$ cat src/rtl/pipelined_alu.sv
// Two-stage pipelined ALU with valid/ready handshake, result flags and a MAC accumulator.
// S1 captures operands; S2 computes, flags and updates the accumulator. Both stages freeze together on stall.
module pipelined_alu #(
   parameter int WIDTH = 16,
   parameter int OP_W  = 3
) (
   input  logic             CLK,
   input  logic             RESET,
   input  logic             in_valid,
   output logic             in_ready,
   input  logic [WIDTH-1:0] a,
   input  logic [WIDTH-1:0] b,
   input  logic [OP_W-1:0]  op,
   output logic             out_valid,
   input  logic             out_ready,
   output logic [WIDTH-1:0] c,
   output logic             zero,
   output logic             carry
);

   localparam logic [OP_W-1:0] OP_ADD  = OP_W'(0);
   localparam logic [OP_W-1:0] OP_SUB  = OP_W'(1);
   localparam logic [OP_W-1:0] OP_MUL  = OP_W'(2);
   localparam logic [OP_W-1:0] OP_ZERO = OP_W'(3);
   localparam logic [OP_W-1:0] OP_AND  = OP_W'(4);
   localparam logic [OP_W-1:0] OP_OR   = OP_W'(5);
   localparam logic [OP_W-1:0] OP_XOR  = OP_W'(6);
   localparam logic [OP_W-1:0] OP_MAC  = OP_W'(7);

   logic             v1_q, v1_d;
   logic [WIDTH-1:0] a1_q, a1_d;
   logic [WIDTH-1:0] b1_q, b1_d;
   logic [OP_W-1:0]  op1_q, op1_d;

   logic             out_valid_q, out_valid_d;
   logic [WIDTH-1:0] c_q, c_d;
   logic             zero_q, zero_d;
   logic             carry_q, carry_d;
   logic [WIDTH-1:0] acc_q, acc_d;

   logic             stall;
   logic [WIDTH:0]   sum;
   logic [WIDTH-1:0] prod_lo;
   logic [WIDTH-1:0] res;
   logic             res_carry;
   logic [WIDTH-1:0] acc_nxt;

   always_comb begin
      stall     = out_valid_q & ~out_ready;
      sum       = {1'b0, a1_q} + {1'b0, b1_q};
      prod_lo   = a1_q * b1_q;
      res       = '0;
      res_carry = 1'b0;
      acc_nxt   = acc_q;

      case (op1_q)
         OP_ADD: begin
            res       = sum[WIDTH-1:0];
            res_carry = sum[WIDTH];
         end
         OP_SUB: begin
            res       = a1_q - b1_q;
            res_carry = (a1_q < b1_q);
         end
         OP_MUL:  res = prod_lo;
         OP_ZERO: begin
            res     = '0;
            acc_nxt = '0;
         end
         OP_AND:  res = a1_q & b1_q;
         OP_OR:   res = a1_q | b1_q;
         OP_XOR:  res = a1_q ^ b1_q;
         OP_MAC: begin
            acc_nxt = acc_q + prod_lo;
            res     = acc_nxt;
         end
         default: res = '0;
      endcase

      v1_d        = v1_q;
      a1_d        = a1_q;
      b1_d        = b1_q;
      op1_d       = op1_q;
      out_valid_d = out_valid_q;
      c_d         = c_q;
      zero_d      = zero_q;
      carry_d     = carry_q;
      acc_d       = acc_q;

      if (!stall) begin
         v1_d        = in_valid;
         a1_d        = a;
         b1_d        = b;
         op1_d       = op;
         out_valid_d = v1_q;
         // A bubble only drops out_valid; the data outputs keep their last values.
         if (v1_q) begin
            c_d     = res;
            zero_d  = (res == '0);
            carry_d = res_carry;
            acc_d   = acc_nxt;
         end
      end
   end

   always_ff @(posedge CLK) begin
      if (RESET) begin
         v1_q        <= 1'b0;
         a1_q        <= '0;
         b1_q        <= '0;
         op1_q       <= '0;
         out_valid_q <= 1'b0;
         c_q         <= '0;
         zero_q      <= 1'b0;
         carry_q     <= 1'b0;
         acc_q       <= '0;
      end else begin
         v1_q        <= v1_d;
         a1_q        <= a1_d;
         b1_q        <= b1_d;
         op1_q       <= op1_d;
         out_valid_q <= out_valid_d;
         c_q         <= c_d;
         zero_q      <= zero_d;
         carry_q     <= carry_d;
         acc_q       <= acc_d;
      end
   end

   assign in_ready  = ~stall;
   assign out_valid = out_valid_q;
   assign c         = c_q;
   assign zero      = zero_q;
   assign carry     = carry_q;

endmodule

$ cat config.mk
export PLATFORM = sky130hd
export DESIGN_NAME = pipelined_alu
export DESIGN_NICKNAME = d
export VERILOG_FILES = /design/src/rtl/pipelined_alu.sv
export SDC_FILE = /design/constraint.sdc
export NUM_CORES = 1
export LEC_CHECK = 0
export BUFFER_PORTS_ARGS = -buffer_cell sky130_fd_sc_hd__buf_2
export CAP_MARGIN = 15
export CORE_MARGIN = 4
export CORE_UTILIZATION = 61
export CTS_CLUSTER_DIAMETER = 120
export DETAILED_ROUTE_END_ITERATION = 12
export PLACE_DENSITY = 0.76
export SYNTH_ARGS = -nofsm -noshare
export SYNTH_HDL_FRONTEND = slang
export SYNTH_SLANG_ARGS = --single-unit
$ cat constraint.sdc
create_clock -name CLK -period 8.36 [get_ports CLK]
set_input_delay 1.672 -clock CLK [delete_from_list [all_inputs] [get_ports CLK]]
set_output_delay 1.672 -clock CLK [all_outputs]
set_load 0.005 [all_outputs]
==> out/metrics.cfg <==
[layout]
fin_util=0.6747
fillers=1355
drive_gt1_frac=0.08182
most-common-layout-cells=186 x nand2_1, 163 x inv_1, 159 x nor2_1, 120 x a21oi_1, 112 x ha_1
layout_commonest_cell=nand2_1
regArea_um2=1421
diodes=0
multi_input_area_um2=7407
nets=1549
area_delta_synth_final_pct=6.626

[logic_synthesis]
synth_nets=1526
synth_edf_count=0
netlist_instances=1292
synth_warnings=0
synth-main-ff-cell=dfxtp_1
async_flop_share=0
ys_seq_area_frac=0.1456
avgSynthCellArea_um2=7.556
synthDistinctLibCells=74
synth-seq-cells=71
syn-cell-area_um2=9762

[sta]
period_needed_ns=7.415
period_share=0.8870
max_freq_ghz=0.1349
setup_tns_ns=0
hold_ws_ns=0.4511
tightest_slew_ns=1.087
setup_viol_count_final=0
rsz0062_at_grt=no
max-slew-margin-rel=0.2696
hold_viol=0
drv_slew=0
skew_ns=0.01386

[cts]
cts_buffers=9
cts.sinks=71
cts_tree=done
postCtsHoldBufs=0
root_buffer=clkbuf_16
worstSkewPairLatency_ns=0.35
clk_path_buf_depth=2
postCtsSetupBuffers=0
path_clk_slew_ns=0.07
htreeDepth=3
cts_resized=0

[floorplan]
die-area_um2=18090
dieWidth_um=134.5
core-area_um2=15430
ioPinCount=59
num_rows=45
start_util=0.6328
dieHeight_um=134.5

[pwr]
power.share.sequential=0.254
power.ir.vdd_worst_mv=0.1463
swShare=0.4234
p_leak_nw=4.806
p_per_area_nw_per_um2=146.0
p_clk_frac=0.269
p_switching_mw=0.6436
power_frac_comb=0.476
intPower_mw=0.8763

[hold_path]
holdPathEnd=c[6]
min_from=c[6]
whs_path_depth=2
min-delay-path-class=reg -> reg

[detailed_routing]
ant_nets=0
drc=0
dr.pass1.iters=6
via_per_inst=5.992
wirelength_um=28750
drt_iter0_drc=816
vias=9173
wl_per_cell_um=18.78

[place]
portBuffers=58
dp_hpwl_um=22570
gp_congestion=1.020

[worst_setup_path]
startpoint_type=flip-flop
crit_required_ns=8.58
reg2regPathDepth=26
crit_type=reg -> reg
regToRegSetupSlack_ns=0.94
r2r-start=b1_q[1]
critPathMaxFanout=12
worst_ep_arrival_time_ns=7.64
reg2reg_to=zero
worst_setup_path_end_kind=flip-flop

[run_status]
outcome=complete, no violations

[global_routing]
grt_max_degree=73
overflow=0
grt_usage=0.3234
grt_pass1_wl_um=46370
antenna_found_initial=0
grt_pass1_vias=8919

[job]
cap_violations=0

synth_stat cells, drive strengths merged, types with 7 or more instances:
master  number  area [um2]
nand2      190       723.2
nand2b      10       62.56
nand3       18       95.09
inv        165       619.4
nor2b        9       56.30
a21o         8       60.06
o31ai        8       65.06
buf         11       80.07
a21oi      120       600.6
clkbuf      44       205.2
o21a         9       67.56
nor3        30       150.1
o21ai       49       245.2
o211ai       8       60.06
fa          83        1662
ha         112        1401
o22ai        9       56.30
xor2        14       122.6
a31oi        7       43.79
xnor2       46       447.9
a211oi       8       60.06
dfxtp       71        1421
nor2       159       596.8
final cells by class:
| cell class | instances | area share |
|---|---|---|
| flip-flops and latches | 71 | 0.1366 |
| multi-input cells | 995 | 0.7116 |
| inverters | 170 | 0.06131 |
| clock buffers | 10 | 0.02296 |
| repair buffers | 68 | 0.03510 |
| well taps | 211 | 0.02536 |
| clock inverters | 6 | 0.007092 |
registers in the layout, summed over array words and instances, names as in the netlist:
register   flops
zero           1
carry          1
a1_q          16
v1_q           1
c             16
op1_q          3
acc_q         16
out_valid      1
b1_q          16
metrics by stage:
step	area (um2)	worst slack (ns)	std cells	total power [mW]
2_1_floorplan	9762	1.858	1292	0.8992
3_3_place_gp	10100	1.315	1515	1.082
3_5_place_dp	10100	1.124	1515	1.095
4_1_cts	10410	1.082	1531	1.506
5_1_grt	10410	0.4766	1531	1.614
6_report	10410	0.9448	1531	1.520
cell families (layout without fill, tap and decap cells):
logic type                 after synthesis  in the layout  synth area share
muxes                                    7              7          0.007306
buffers and inverters                  226            254           0.09587
AOI/OAI and AO/OA                      278            278            0.1774
and+or+nand+nor                        454            454            0.1993
DFF                                     71             71            0.1456
adders and majority gates              195            195            0.3138
xor gates and xnor gates                61             61           0.06075
power by group through the flow:
stage                     Combinational [mW]  Sequential [mW]  Clock [mW]
after CTS                              0.712            0.385       0.409
after detailed placement               0.703            0.393           0
after floorplan                        0.521            0.378           0
after global placement                 0.691            0.392           0
final                                  0.724            0.387       0.409
after global routing                   0.803            0.389       0.422
critical path, cell delays in order, from the launching register on:
cell	delay (ns)
dfxtp_1	0.66
clkinv_1	0.42
nor2_1	0.25
fa_1	0.45
fa_1	0.51
ha_1	0.21
fa_1	0.48
inv_1	0.06
fa_1	0.49
fa_1	0.49
inv_1	0.04
ha_1	0.30
nor2_1	0.15
nor2b_1	0.09
o31a_1	0.12
o21a_1	0.18
or3_1	0.34
and2_1	0.18
ha_1	0.38
nand2_1	0.08
o31ai_1	0.37
nand3_1	0.13
nand2_1	0.13
xor2_1	0.24
nor2_1	0.07
o31ai_1	0.36
o21ai_1	0.11
metal layers:
layer / track usage / share of wire
met1: 0.4327 / 0.40
met3: 0.07303 / 0.11
met5: 0 / 0
met4: 0.1476 / 0.053
met2: 0.5017 / 0.44
worst max-delay path by stage:
stage / endpoint / slack, ns / from
after floorplan: c[14] / 1.86 / b1_q[1]
after global placement: c[14] / 1.32 / b1_q[1]
after detailed placement: c[14] / 1.12 / b1_q[1]
after CTS: c[14] / 1.08 / b1_q[1]
after global routing: zero / 0.48 / b1_q[1]
final: zero / 0.94 / b1_q[1]
(Power assumes the default switching activity.)
